**config.mk**
```make
export PLATFORM = sky130hd
export DESIGN_NAME = pwm_fader
export DESIGN_NICKNAME = d
export VERILOG_FILES = /design/src/rtl/led_pkg.sv /design/src/rtl/pwm_channel.sv /design/src/rtl/pwm_fader.sv
export SDC_FILE = /design/constraint.sdc
export NUM_CORES = 1
export LEC_CHECK = 0
export ABC_AREA = 0
export ABC_CLOCK_PERIOD_IN_PS = 4600
export CAP_MARGIN = 20
export CORE_AREA = 2 2 116 118
export DETAILED_ROUTE_END_ITERATION = 8
export DIE_AREA = 0 0 118 120
export PLACE_DENSITY = 0.74
export SLEW_MARGIN = 25
export SYNTH_ARGS = -nofsm -noshare
export SYNTH_HDL_FRONTEND = slang
export SYNTH_SLANG_ARGS = --single-unit
```
**constraint.sdc**
```tcl
create_clock -name clk -period 4.6 [get_ports clk]
set_clock_uncertainty 0.1 [all_clocks]
set_input_delay 1.38 -clock clk [delete_from_list [all_inputs] [get_ports clk]]
set_output_delay 1.38 -clock clk [all_outputs]
set_load 0.1 [all_outputs]
```
**src/rtl/led_pkg.sv**
```systemverilog
// Shared definitions for the LED PWM fader: mode encodings and field width.
package led_pkg;

  localparam int MODE_W = 2;

  typedef enum logic [MODE_W-1:0] {
    MODE_OFF     = 2'b00,
    MODE_SOLID   = 2'b01,
    MODE_BLINK   = 2'b10,
    MODE_BREATHE = 2'b11
  } mode_t;

endpackage

```
**src/rtl/pwm_channel.sv**
```systemverilog
// One LED channel: shadow/active configuration, breathe ramp state and the
// duty selection that feeds the shared PWM comparator in the top level.
module pwm_channel
  import led_pkg::*;
#(
  parameter int PWM_BITS = 8
) (
  input  logic                clk,
  input  logic                rst,
  input  logic [MODE_W-1:0]   mode,
  input  logic [PWM_BITS-1:0] level,
  input  logic                cfg_we,
  input  logic                wrap,
  input  logic                blink_phase,
  output logic [PWM_BITS-1:0] duty
);

  mode_t               shadow_mode_r;
  logic [PWM_BITS-1:0] shadow_level_r;
  mode_t               active_mode_r;
  logic [PWM_BITS-1:0] active_level_r;
  logic [PWM_BITS-1:0] bri_r;
  logic                dir_up_r;

  mode_t               next_mode_s;
  logic [PWM_BITS-1:0] next_level_s;
  logic [PWM_BITS-1:0] bri_next_s;
  logic                dir_up_next_s;

  // Shadow contents as seen at this edge; a strobe in the wrap cycle counts.
  always_comb begin
    next_mode_s  = shadow_mode_r;
    next_level_s = shadow_level_r;
    if (cfg_we) begin
      next_mode_s  = mode_t'(mode);
      next_level_s = level;
    end else begin
      next_mode_s  = shadow_mode_r;
      next_level_s = shadow_level_r;
    end
  end

  // Breathe ramp step for the frame that starts at the coming wrap.
  always_comb begin
    bri_next_s    = bri_r;
    dir_up_next_s = dir_up_r;
    if ((next_mode_s != MODE_BREATHE) || (active_mode_r != MODE_BREATHE)) begin
      // Not breathing, or just entering breathe: start from dark, rising.
      bri_next_s    = '0;
      dir_up_next_s = 1'b1;
    end else if (next_level_s == '0) begin
      bri_next_s    = '0;
      dir_up_next_s = 1'b1;
    end else if (bri_r > next_level_s) begin
      // Peak lowered under the current brightness: clamp and descend.
      bri_next_s    = next_level_s;
      dir_up_next_s = 1'b0;
    end else if (dir_up_r) begin
      if (bri_r == next_level_s) begin
        bri_next_s    = bri_r - PWM_BITS'(1);
        dir_up_next_s = 1'b0;
      end else begin
        bri_next_s    = bri_r + PWM_BITS'(1);
        dir_up_next_s = 1'b1;
      end
    end else begin
      if (bri_r == '0) begin
        bri_next_s    = PWM_BITS'(1);
        dir_up_next_s = 1'b1;
      end else begin
        bri_next_s    = bri_r - PWM_BITS'(1);
        dir_up_next_s = 1'b0;
      end
    end
  end

  // Shadow capture on strobe; active config and ramp advance only at wrap.
  always_ff @(posedge clk or posedge rst) begin
    if (rst) begin
      shadow_mode_r  <= MODE_OFF;
      shadow_level_r <= '0;
      active_mode_r  <= MODE_OFF;
      active_level_r <= '0;
      bri_r          <= '0;
      dir_up_r       <= 1'b1;
    end else begin
      shadow_mode_r  <= next_mode_s;
      shadow_level_r <= next_level_s;
      if (wrap) begin
        active_mode_r  <= next_mode_s;
        active_level_r <= next_level_s;
        bri_r          <= bri_next_s;
        dir_up_r       <= dir_up_next_s;
      end
    end
  end

  // Duty selection from the active mode.
  always_comb begin
    duty = '0;
    case (active_mode_r)
      MODE_OFF:     duty = '0;
      MODE_SOLID:   duty = active_level_r;
      MODE_BLINK:   duty = blink_phase ? active_level_r : '0;
      MODE_BREATHE: duty = bri_r;
      default:      duty = '0;
    endcase
  end

endmodule

```
**src/rtl/pwm_fader.sv**
```systemverilog
// Multi-channel LED PWM fader: shared prescaler, PWM counter and blink
// phase; per-channel duty from pwm_channel; registered active-low pins.
module pwm_fader
  import led_pkg::*;
#(
  parameter int CHANNELS   = 3,
  parameter int PWM_BITS   = 8,
  parameter int PRESCALER  = 3,
  parameter int BLINK_BITS = 4
) (
  input  logic                         clk,
  input  logic                         rst,
  input  logic [MODE_W*CHANNELS-1:0]   mode,
  input  logic [PWM_BITS*CHANNELS-1:0] level,
  input  logic                         cfg_we,
  output logic [CHANNELS-1:0]          pwm_n,
  output logic                         frame
);

  logic                  tick_s;
  logic                  wrap_s;
  logic [PWM_BITS-1:0]   pwm_cnt_r;
  logic [BLINK_BITS-1:0] blink_cnt_r;
  logic                  blink_phase_r;
  logic                  frame_r;
  logic [CHANNELS-1:0]   pwm_n_r;
  logic [PWM_BITS-1:0]   duty_s [CHANNELS];

  generate
    if (PRESCALER == 0) begin : g_no_presc
      assign tick_s = 1'b1;
    end else begin : g_presc
      logic [PRESCALER-1:0] presc_cnt_r;

      // Free-running prescaler; tick when it reaches all ones.
      always_ff @(posedge clk or posedge rst) begin
        if (rst) begin
          presc_cnt_r <= '0;
        end else begin
          presc_cnt_r <= presc_cnt_r + PRESCALER'(1);
        end
      end

      assign tick_s = &presc_cnt_r;
    end
  endgenerate

  assign wrap_s = tick_s & (&pwm_cnt_r);

  // PWM counter, blink frame counter/phase and the frame pulse.
  always_ff @(posedge clk or posedge rst) begin
    if (rst) begin
      pwm_cnt_r     <= '0;
      blink_cnt_r   <= '0;
      blink_phase_r <= 1'b0;
      frame_r       <= 1'b0;
    end else begin
      frame_r <= wrap_s;
      if (tick_s) begin
        pwm_cnt_r <= pwm_cnt_r + PWM_BITS'(1);
      end
      if (wrap_s) begin
        blink_cnt_r <= blink_cnt_r + BLINK_BITS'(1);
        if (&blink_cnt_r) begin
          blink_phase_r <= ~blink_phase_r;
        end
      end
    end
  end

  generate
    for (genvar g = 0; g < CHANNELS; g++) begin : g_ch
      pwm_channel #(
        .PWM_BITS (PWM_BITS)
      ) u_ch (
        .clk         (clk),
        .rst         (rst),
        .mode        (mode[MODE_W*g +: MODE_W]),
        .level       (level[PWM_BITS*g +: PWM_BITS]),
        .cfg_we      (cfg_we),
        .wrap        (wrap_s),
        .blink_phase (blink_phase_r),
        .duty        (duty_s[g])
      );
    end
  endgenerate

  // Pin drive: LED on (low) while the counter is below the channel duty.
  always_ff @(posedge clk or posedge rst) begin
    if (rst) begin
      pwm_n_r <= '1;
    end else begin
      for (int i = 0; i < CHANNELS; i++) begin
        pwm_n_r[i] <= ~(pwm_cnt_r < duty_s[i]);
      end
    end
  end

  assign pwm_n = pwm_n_r;
  assign frame = frame_r;

endmodule
```
==> results.md <==
- Number of I/O pins: 37
- H-tree Lvls: 3
- Mapped Avg Cell Area: between 9 and 10 µm²
- Worst Setup Path Type: in -> reg
- Worst Setup End Kind: register
- Peak supply drop: between 150 and 200 µV
- Power Density: 251 nW/µm²
- Lkg Pwr: approximately 3.8 nW
- Starting Density: 53.8%
- Placeable Area: 13000 µm²
- First-pass GRT wire length: 28600 µm
- I/O Buffers: 36
- Detail Route Antenna Nets: 0
- Synthesized cell area: 6990 µm²
- Setup Buffers After CTS: 0
- Die area: 14200 µm²
- Min-Delay Path Class: reg -> reg
- Total clock sinks: 107
- Initial antenna violation count: 0
- Cell taking the most area after synthesis: dfrtp_1
- Crit Reg-Reg Startpoint: g_presc.presc_cnt_r[0]$_DFF_PP0_
- Syn. warnings: 0
- Clk buf depth: 2
- Final core utilization: 60.9%
- Top-area cell type share of the netlist area: 36.2%
- RSZ-0062 raised after global routing: false
- Worst-path clk slew: approximately 0.070 ns
- Critical path startpoint category: primary input
- Top cells by area, synth: dfrtp_1 (36%), ha_1 (10%), mux2i_1 (6.0%)
- Req. time, crit path: approximately 4.8 ns
- Number of synthesized flops with an enable pin: 0
- Nets: 867
- WHS: 0.342 ns
- Register bit total from synthesis: 107
- Clk_lat worst skew: 0.36 ns
- Hold Fails Final Rpt: 0
- Fmax: 254 MHz
- Mapped Cells: around 740
- CP Data Arrival Time: 4.13 ns
- Most common cell after layout, fill and taps aside: dfrtp_1
- Antenna Diode Count: 0
- Asr flop ratio synth: 100%
- Vias in the first global route: 5698
- Sequential fraction of the synthesis area: around two fifths
- Slew Viols, Final: 0
- Routed WL: 17000 µm
- Post-layout min period: 3.94 ns
- Status: complete, no violations
- Placed insts: roughly 940
- DR DRC count: 0
- Maxcap violations: 0
- Routed via count: 5933
- Hold_buf cts: 0
- Slew HR: 35.2%
- Vias per cell: between 6 and 7
- Root buf cell: clkbuf_16
- Post-Layout Cell Count: 957
- Synth cell types: 73
- Total grt overflow: 0
- Worst hold start: g_presc.presc_cnt_r[0]$_DFF_PP0_
- Die height: 120 µm
- CTS tree: done
- Final number of setup-violating endpoints: 0
- Syn-to-layout area delta: 13.1%
- Commonest cells after routing, fill and taps aside: dfrtp_1 (101), nand2_1 (86), ha_1 (58), mux2i_1 (42), o21ai_0 (42)
- CP Max Fanout: 19
- Post-cts repair resize count: 0
- First-pass detailed-route iteration total: 5
- Gr usage total: between 20 and 30%
- Post-synth top flop: dfrtp_1
- Core Rows: 42
- Wire per inst: 17.8 µm
- DIE WIDTH: 118 µm
- Setup_tns: 0 ns
- Layout cells sized above 1: 10.2%
- Dpl hpwl: 12300 µm
- Iter 0 DRT Violations: 479
- Final period utilization: between 80 and 90%
- Critical path startpoint: cfg_we
- Routability cong.: 0.980
- Mapped Nets: 834
- Slew @ Worst Pin: 0.969 ns
- Largest net degree at the start of global routing: 58
- CTS buffer count: 9
## where the power goes
part,internal [W],switching [W]
logic,0.0000977,0.000122
clock network,0.000437,0.000351
registers,0.000967,0.0000103
total,0.00150,0.000484
## cell type report
type	count	area, µm²
Fill cell	1140	5080
Clock inverter	6	63.8
Clock buffer	10	239
Sequential cell	107	2690
Timing Repair Buffer	63	571
Multi-Input combinational cell	560	3990
Tap cell	176	220
Inverter	35	134
## metrics by stage
stage / setup WS, ns / total power [W] / instance area, µm²
floorplan: 0.313 / 0.00111 / 6990
global placement: 0.429 / 0.00121 / 7600
detailed placement: 0.323 / 0.00121 / 7600
CTS: 0.698 / 0.00200 / 7900
global route: 0.448 / 0.00208 / 7900
finish: 0.660 / 0.00198 / 7900
## logic make-up (layout without fill, tap and decap cells)
logic type | Yosys count | after routing | share of synthesized area, %
compound gates | 209 | 209 | 20.5
simple gates | 228 | 228 | 16.8
flops | 107 | 107 | 38.4
xor+xnor | 11 | 11 | 1.38
fa+ha+maj | 58 | 58 | 10.4
mux | 54 | 54 | 7.99
buf+inv | 76 | 114 | 4.50
## state kept, by name, indices dropped and copies added, names as in the netlist
| name | cells |
|---|---|
| blink_cnt_r | 4 |
| g_presc.presc_cnt_r | 3 |
| pwm_n | 3 |
| g_ch.u_ch.dir_up_r | 3 |
| pwm_cnt_r | 8 |
| g_ch.u_ch.active_mode_r | 6 |
| blink_phase_r | 1 |
| frame | 1 |
| g_ch.u_ch.active_level_r | 24 |
| g_ch.u_ch.bri_r | 24 |
| g_ch.u_ch.shadow_level_r | 24 |
| g_ch.u_ch.shadow_mode_r | 6 |
## Yosys cell counts (4+ instances only)
cell / instances
buf_1: 5
buf_2: 5
and3_1: 11
xnor2_1: 8
inv_1: 33
dfstp_2: 6
dfrtp_1: 101
or2_2: 4
nand3_1: 17
nand2_1: 86
ha_1: 58
a22oi_1: 17
nor3_1: 19
nor2b_1: 8
o21ai_1: 7
o21a_1: 4
o21ai_0: 42
nor2_1: 31
a22o_1: 36
mux2i_1: 42
nand4_1: 16
a21oi_1: 40
clkbuf_1: 27
a21o_1: 11
o211ai_1: 8
nor3b_1: 6
mux2_2: 10
o22ai_1: 10
and4_1: 7
## final timing paths
check                                                    end  slack (ns)  depth (start not counted)
setup / recovery           g_ch[1].u_ch.bri_r[6]$_DFFE_PP0P_        0.66                         10
hold / removal              g_presc.presc_cnt_r[0]$_DFF_PP0_        0.34                          1
setup reg to reg           g_ch[1].u_ch.bri_r[0]$_DFFE_PP0P_        1.44                          6
hold reg to reg             g_presc.presc_cnt_r[0]$_DFF_PP0_        0.34                          1
max in group asynchronous                 pwm_n[2]$_DFF_PP1_        2.26                          3
min in group asynchronous  g_ch[1].u_ch.bri_r[7]$_DFFE_PP0P_        1.36                          2
## worst max-delay path, stage by stage
cell	delay, ns
buf_2	0.42
buf_4	0.31
mux2i_2	0.28
ha_1	0.22
nand4_1	0.19
o21a_1	0.41
or3_1	0.42
a22o_1	0.22
mux2i_1	0.13
a22o_1	0.13
## routing by layer
| metal | vias to the layer above | wire [µm] | GRT usage [%] |
|---|---|---|---|
| li1 | 2829 | - | - |
| met1 | 2888 | 8000 | 35.7 |
| met2 | 192 | 7740 | 38.8 |
| met3 | 24 | 959 | 5.23 |
| met4 | 0 | 328 | 7.98 |
| met5 | - | 0 | 0 |
(Power assumes the default switching activity.)
==> patch 1 (config.mk and constraints unchanged) <==
Change the parameter `BLINK_BITS` from 4 to 6.
--- a/src/rtl/pwm_fader.sv
+++ b/src/rtl/pwm_fader.sv
@@ -6,7 +6,7 @@
   parameter int CHANNELS   = 3,
   parameter int PWM_BITS   = 8,
   parameter int PRESCALER  = 3,
-  parameter int BLINK_BITS = 4
+  parameter int BLINK_BITS = 6
 ) (
   input  logic                         clk,
   input  logic                         rst,
Behaviour: no difference found for any inputs over 10 cycles, from zero or initial values and one cycle with rst high; that may be too few to reach the edited logic, so the function may still have changed.
==> patch 1 against the original RTL <==
  * Final area decreased by 0.40%
  * Die area unchanged
  * Sequential cell count increased by 2
  * Synthesized area increased by 0.20%
  * Maximum frequency increased by 2.8%
  * Routed wire length decreased by 2.5%
  * Setup slack improved by 0.11 ns
  * Power increased by 2.8%
  * Critical path type unchanged
  * Critical endpoint is now g_ch[0].u_ch.bri_r[5]
  * Highest routed layer unchanged
==> patch 1: results (changes against the original RTL) <==
outcome: complete, no violations (unchanged)
IO buf count: 36 (unchanged)
Synth Net Count: 842 (was 834)
initial antenna violation count: 0 (unchanged)
fin crit period: 3.83 ns (was 3.94 ns)
clock tree buffer depth: 2 (unchanged)
Post-CTS Setup Repair Bufs: 0 (unchanged)
r2r setup slk: 1.75 ns (was 1.44 ns)
Syn Inst Count: 751 (was 743)
top flop regs: g_ch.u_ch.active_level_r x24, g_ch.u_ch.bri_r x24, g_ch.u_ch.shadow_level_r x24 (unchanged)
fin cells: 962 (was 957)
CP top delay family: buffers and inverters (was compound AO/OA/AOI/OAI gates)
Reg2Reg Depth: 9 (was 6)
critical path's largest stage delay: 0.42 ns (about the same)
# H-tree levels: 3 (unchanged)
Num CTS Buffers: 9 (unchanged)
post-place setup slack: 0.462 ns (was 0.323 ns)
DP HPWL: 12000 um (was 12300 um)
Total Routing Usage GR: 0.242 (was 0.252)
ys async rst share: 1.00 (unchanged)
worst skew pair latency: 0.35 ns
Setup crit start: cfg_we (unchanged)
hold path cells: 1 (unchanged)
Pleak: 3.73 nW (was 3.80 nW)
largest net degree at the start of global routing: 54 (was 58)
vias in the first global route: 5710 (was 5698)
Yosys warning total: 0 (unchanged)
routed vias/inst: 6.05 (was 6.20)
number of max-cap violations: 0 (unchanged)
synth cell count leaders: nand2_1, dfrtp_1, ha_1 (was dfrtp_1, nand2_1, ha_1)
first-pass GRT wire length: 27900 um (was 28600 um)
CP max FO: 16 (was 19)
Slew HR: 0.354 (was 0.352)
Seq/Total Area, Yosys: 0.391 (was 0.384)
DP Cell Count: 946 (was 941)
Max IR drop VDD: 0.000188 V (was 0.000166 V)
DRT iter0 DRCs: 408 (was 479)
clk root buf: clkbuf_16 (unchanged)
Nets: 872 (was 867)
top area cells in the synthesized netlist: dfrtp_1, ha_1, nand2_1 (was dfrtp_1, ha_1, mux2i_1)
Worst Setup EP: g_ch[0].u_ch.bri_r[5] (was g_ch[1].u_ch.bri_r[6])
final WL: 16600 um (was 17000 um)
Final Max Slew Viols: 0 (unchanged)
CTS clk-pin slew, worst paths: 0.08 ns
PostCTS Resize Cnt: 0 (unchanged)
Synth cell types: 74 (was 73)
share of cells above drive strength 1: 0.116 (was 0.102)
n_diodes: 0 (unchanged)
# fillers: 1113 (was 1140)
crit path DAT: 4.00 ns (was 4.13 ns)
RD Place Congestion: 0.902 (was 0.980)
reg-to-reg startpoint: g_presc.presc_cnt_r[0] (unchanged)
min-delay worst type: reg2reg (unchanged)
DR pass1 iterations: 5 (unchanged)
Synth area leader: dfrtp_1 (unchanged)
reg-to-reg endpoint: g_ch[0].u_ch.bri_r[6] (was g_ch[1].u_ch.bri_r[0])
patch 1: layer usage:
layer,GRT usage,part of all wire
met2,0.411,0.49
met1,0.321,0.46
met5,0,0
met4,0.0715,0.017
met3,0.0394,0.040
patch 1: logic make-up after synthesis:
family | synth area share
mux | 0.0762
fa+ha+maj | 0.104
flops | 0.391
xor+xnor | 0.0163
buf+inv | 0.0461
compound gates | 0.185
simple gates | 0.182
patch 1: layout make-up:
type,count,area share
inverters,30,0.0153
multi-input cells,571,0.501
well taps,176,0.0280
clock inverters,6,0.00874
repair buffers,60,0.0696
flip-flops and latches,109,0.347
clock buffers,10,0.0304
patch 1: worst register-to-register path: stages, from the launching register on:
cell and delay, ns:
dfrtp_1 0.35, ha_1 0.16, ha_1 0.25, and3_2 0.26, nand3_4 0.31, clkinv_4 0.34
and3_4 0.25, nand4_4 0.16, or2_1 0.40, o221ai_2 0.21
patch 1: how the worst min path moves through the flow:
stage,slack [ns],end,from
6_report,0.32,g_presc.presc_cnt_r[0],g_presc.presc_cnt_r[0]
2_1_floorplan,0.30,g_presc.presc_cnt_r[0],g_presc.presc_cnt_r[0]
3_5_place_dp,0.32,g_presc.presc_cnt_r[0],g_presc.presc_cnt_r[0]
3_3_place_gp,0.31,g_presc.presc_cnt_r[0],g_presc.presc_cnt_r[0]
4_1_cts,0.33,g_presc.presc_cnt_r[0],g_presc.presc_cnt_r[0]
5_1_grt,0.35,g_presc.presc_cnt_r[0],g_presc.presc_cnt_r[0]
patch 1: where the power goes:
part | internal, mW | total, mW | switching, mW
Combinational | 0.109 | 0.240 | 0.132
Clock | 0.441 | 0.804 | 0.363
Sequential | 0.984 | 0.996 | 0.0113
patch 1: stage by stage:
stage | cell area, um^2 | utilization
after floorplan | 7000 | -
after global placement | 7560 | 0.583
after detailed placement | 7560 | 0.583
after CTS | 7870 | 0.607
after global routing | 7870 | 0.607
final | 7870 | 0.607
==> patch 2 (same flow settings) <==
Made on the original files. Make the reset (`rst`) synchronous in 4 clocked blocks.
--- a/src/rtl/pwm_channel.sv
+++ b/src/rtl/pwm_channel.sv
@@ -75,7 +75,7 @@
   end
 
   // Shadow capture on strobe; active config and ramp advance only at wrap.
-  always_ff @(posedge clk or posedge rst) begin
+  always_ff @(posedge clk) begin
     if (rst) begin
       shadow_mode_r  <= MODE_OFF;
       shadow_level_r <= '0;
--- a/src/rtl/pwm_fader.sv
+++ b/src/rtl/pwm_fader.sv
@@ -33,7 +33,7 @@
       logic [PRESCALER-1:0] presc_cnt_r;
 
       // Free-running prescaler; tick when it reaches all ones.
-      always_ff @(posedge clk or posedge rst) begin
+      always_ff @(posedge clk) begin
         if (rst) begin
           presc_cnt_r <= '0;
         end else begin
@@ -48,7 +48,7 @@
   assign wrap_s = tick_s & (&pwm_cnt_r);
 
   // PWM counter, blink frame counter/phase and the frame pulse.
-  always_ff @(posedge clk or posedge rst) begin
+  always_ff @(posedge clk) begin
     if (rst) begin
       pwm_cnt_r     <= '0;
       blink_cnt_r   <= '0;
@@ -86,7 +86,7 @@
   endgenerate
 
   // Pin drive: LED on (low) while the counter is below the channel duty.
-  always_ff @(posedge clk or posedge rst) begin
+  always_ff @(posedge clk) begin
     if (rst) begin
       pwm_n_r <= '1;
     end else begin
Function: no difference found for any inputs over 10 cycles, from zero or initial values and one cycle with rst high; that may be too few to reach the edited logic, so the function may still have changed.
==> patch 2 against the original RTL <==
  * Combinational power decreased by 3%
  * Synthesized area decreased by 2.8%
  * Die area unchanged
  * Core utilization decreased by 1.8 points
  * Via count increased by 9.3%
  * Setup slack got worse by 0.17 ns
  * Routed wire length increased by 6.3%
  * Sequential cell count unchanged
  * Power decreased by 3.4%
  * Final cell count increased by 6.3%
  * Global-route usage increased by 0.72 points
  * Final area decreased by 3.0%
  * Largest power group unchanged
  * Highest routed layer unchanged
==> patch 2: results (changes against the original RTL) <==
placed cell areas: 7370 um^2 (was 7600 um^2)
DP HPWL: 13300 um (was 12300 um)
Num CTS Buffers: 9 (unchanged)
Synth Area in Compound Gates: 0.220 (was 0.205)
Synth Net Count: 904 (was 834)
grt ovf: 0 (unchanged)
Seq/Total Area, Yosys: 0.315 (was 0.384)
CP top delay family: compound AO/OA/AOI/OAI gates (unchanged)
min-delay worst type: reg2reg (unchanged)
top flop regs: g_ch.u_ch.active_level_r x24, g_ch.u_ch.bri_r x24, g_ch.u_ch.shadow_level_r x24 (unchanged)
critical path's largest stage delay: 0.67 ns (was 0.42 ns)
first-pass GRT wire length: 30100 um (was 28600 um)
fin cells: 1017 (was 957)
CTS clk-pin slew, worst paths: 0.07 ns (about the same)
ys flop type: dfxtp_1 (was dfrtp_1)
XOR/XNOR share of the synthesized area: 0.0129 (was 0.0138)
clock tree buffer depth: 2 (unchanged)
worst skew pair latency: 0.35 ns
mux contribution to synthesized area: 0.0949 (was 0.0799)
synth cell count leaders: dfxtp_1, nor2_1, nand2_1 (was dfrtp_1, nand2_1, ha_1)
IO buf count: 36 (unchanged)
CP max FO: 12 (was 19)
share of cells above drive strength 1: 0.105 (was 0.102)
outcome: complete, no violations (unchanged)
Syn Inst Count: 813 (was 743)
final WL: 18100 um (was 17000 um)
RD Place Congestion: 0.880 (was 0.980)
PostCTS Resize Cnt: 0 (unchanged)
fraction of the mapped netlist area in adder cells: 0.107 (was 0.104)
top area cells in the synthesized netlist: dfxtp_1, ha_1, nor2_1 (was dfrtp_1, ha_1, mux2i_1)
ys async rst share: 0 (was 1.00)
Post-CTS Setup Repair Bufs: 0 (unchanged)
Pleak: 2.96 nW (was 3.80 nW)
DR pass1 iterations: 6 (was 5)
Total Routing Usage GR: 0.259 (was 0.252)
Synth cell types: 69 (was 73)
actual slew at the worst max-slew pin: 0.963 ns (was 0.969 ns)
CTS Hold Buffers Added: 0 (unchanged)
Final Hold Viols: 0 (unchanged)
Max IR drop VDD: 0.000205 V (was 0.000166 V)
clk root buf: clkbuf_16 (unchanged)
via count: 6487 (was 5933)
Nets: 927 (was 867)
largest net degree at the start of global routing: 73 (was 58)
Yosys warning total: 0 (unchanged)
initial antenna violation count: 0 (unchanged)
Max stage delay cell, worst path: o31ai_1 (was buf_2)
vias in the first global route: 6134 (was 5698)
# H-tree levels: 3 (unchanged)
DRT iter0 DRCs: 636 (was 479)
n_diodes: 0 (unchanged)
patch 2: cell types whose count changed in the layout (fill, tap and decap cells not counted), moves of 10 or more:
cell,unedited run,this run
o21ai_0,42,32
a211oi_1,1,35
dfrtp_1,101,0
nor2_1,31,99
mux2_2,10,27
nor4_1,2,15
nand2_1,86,62
a22o_1,36,9
dfxtp_1,0,107
inv_1,32,22
patch 2: final timing paths:
check / endpoint / slack, ns / cells past startpoint / start
worst max-delay path: g_ch[1].u_ch.bri_r[3] / 0.49 / 10 / cfg_we
worst min-delay path: g_presc.presc_cnt_r[0] / 0.33 / 1 / g_presc.presc_cnt_r[0]
worst max register to register: g_ch[1].u_ch.bri_r[2] / 1.71 / 8 / g_presc.presc_cnt_r[0]
worst min register to register: g_presc.presc_cnt_r[0] / 0.33 / 1 / g_presc.presc_cnt_r[0]
patch 2: stage by stage:
stage	power, mW	util	setup WS [ns]
after floorplan	1.09	-	0.146
after global placement	1.18	0.568	0.288
after detailed placement	1.18	0.568	0.230
after CTS	1.92	0.590	0.586
after global routing	1.98	0.591	0.345
final	1.92	0.591	0.491
patch 2: layer usage:
metal / track usage / routed length, um
met1: 0.336 / 8060
met2: 0.440 / 8500
met3: 0.0318 / 1010
met4: 0.101 / 537
met5: 0 / 0
patch 2: power breakdown:
part | switching, mW | internal, mW
registers | 0.00830 | 0.943
logic | 0.118 | 0.0950
clock network | 0.352 | 0.402
total | 0.478 | 1.44
patch 2: layout make-up:
cell class                      count  area (um^2)
Clock inverter                      4         32.5
Fill cell                        1179         5310
Sequential cell                   107         2140
Clock buffer                       12          256
Tap cell                          176          220
Multi-Input combinational cell    630         4360
Inverter                           22         82.6
Timing Repair Buffer               66          576
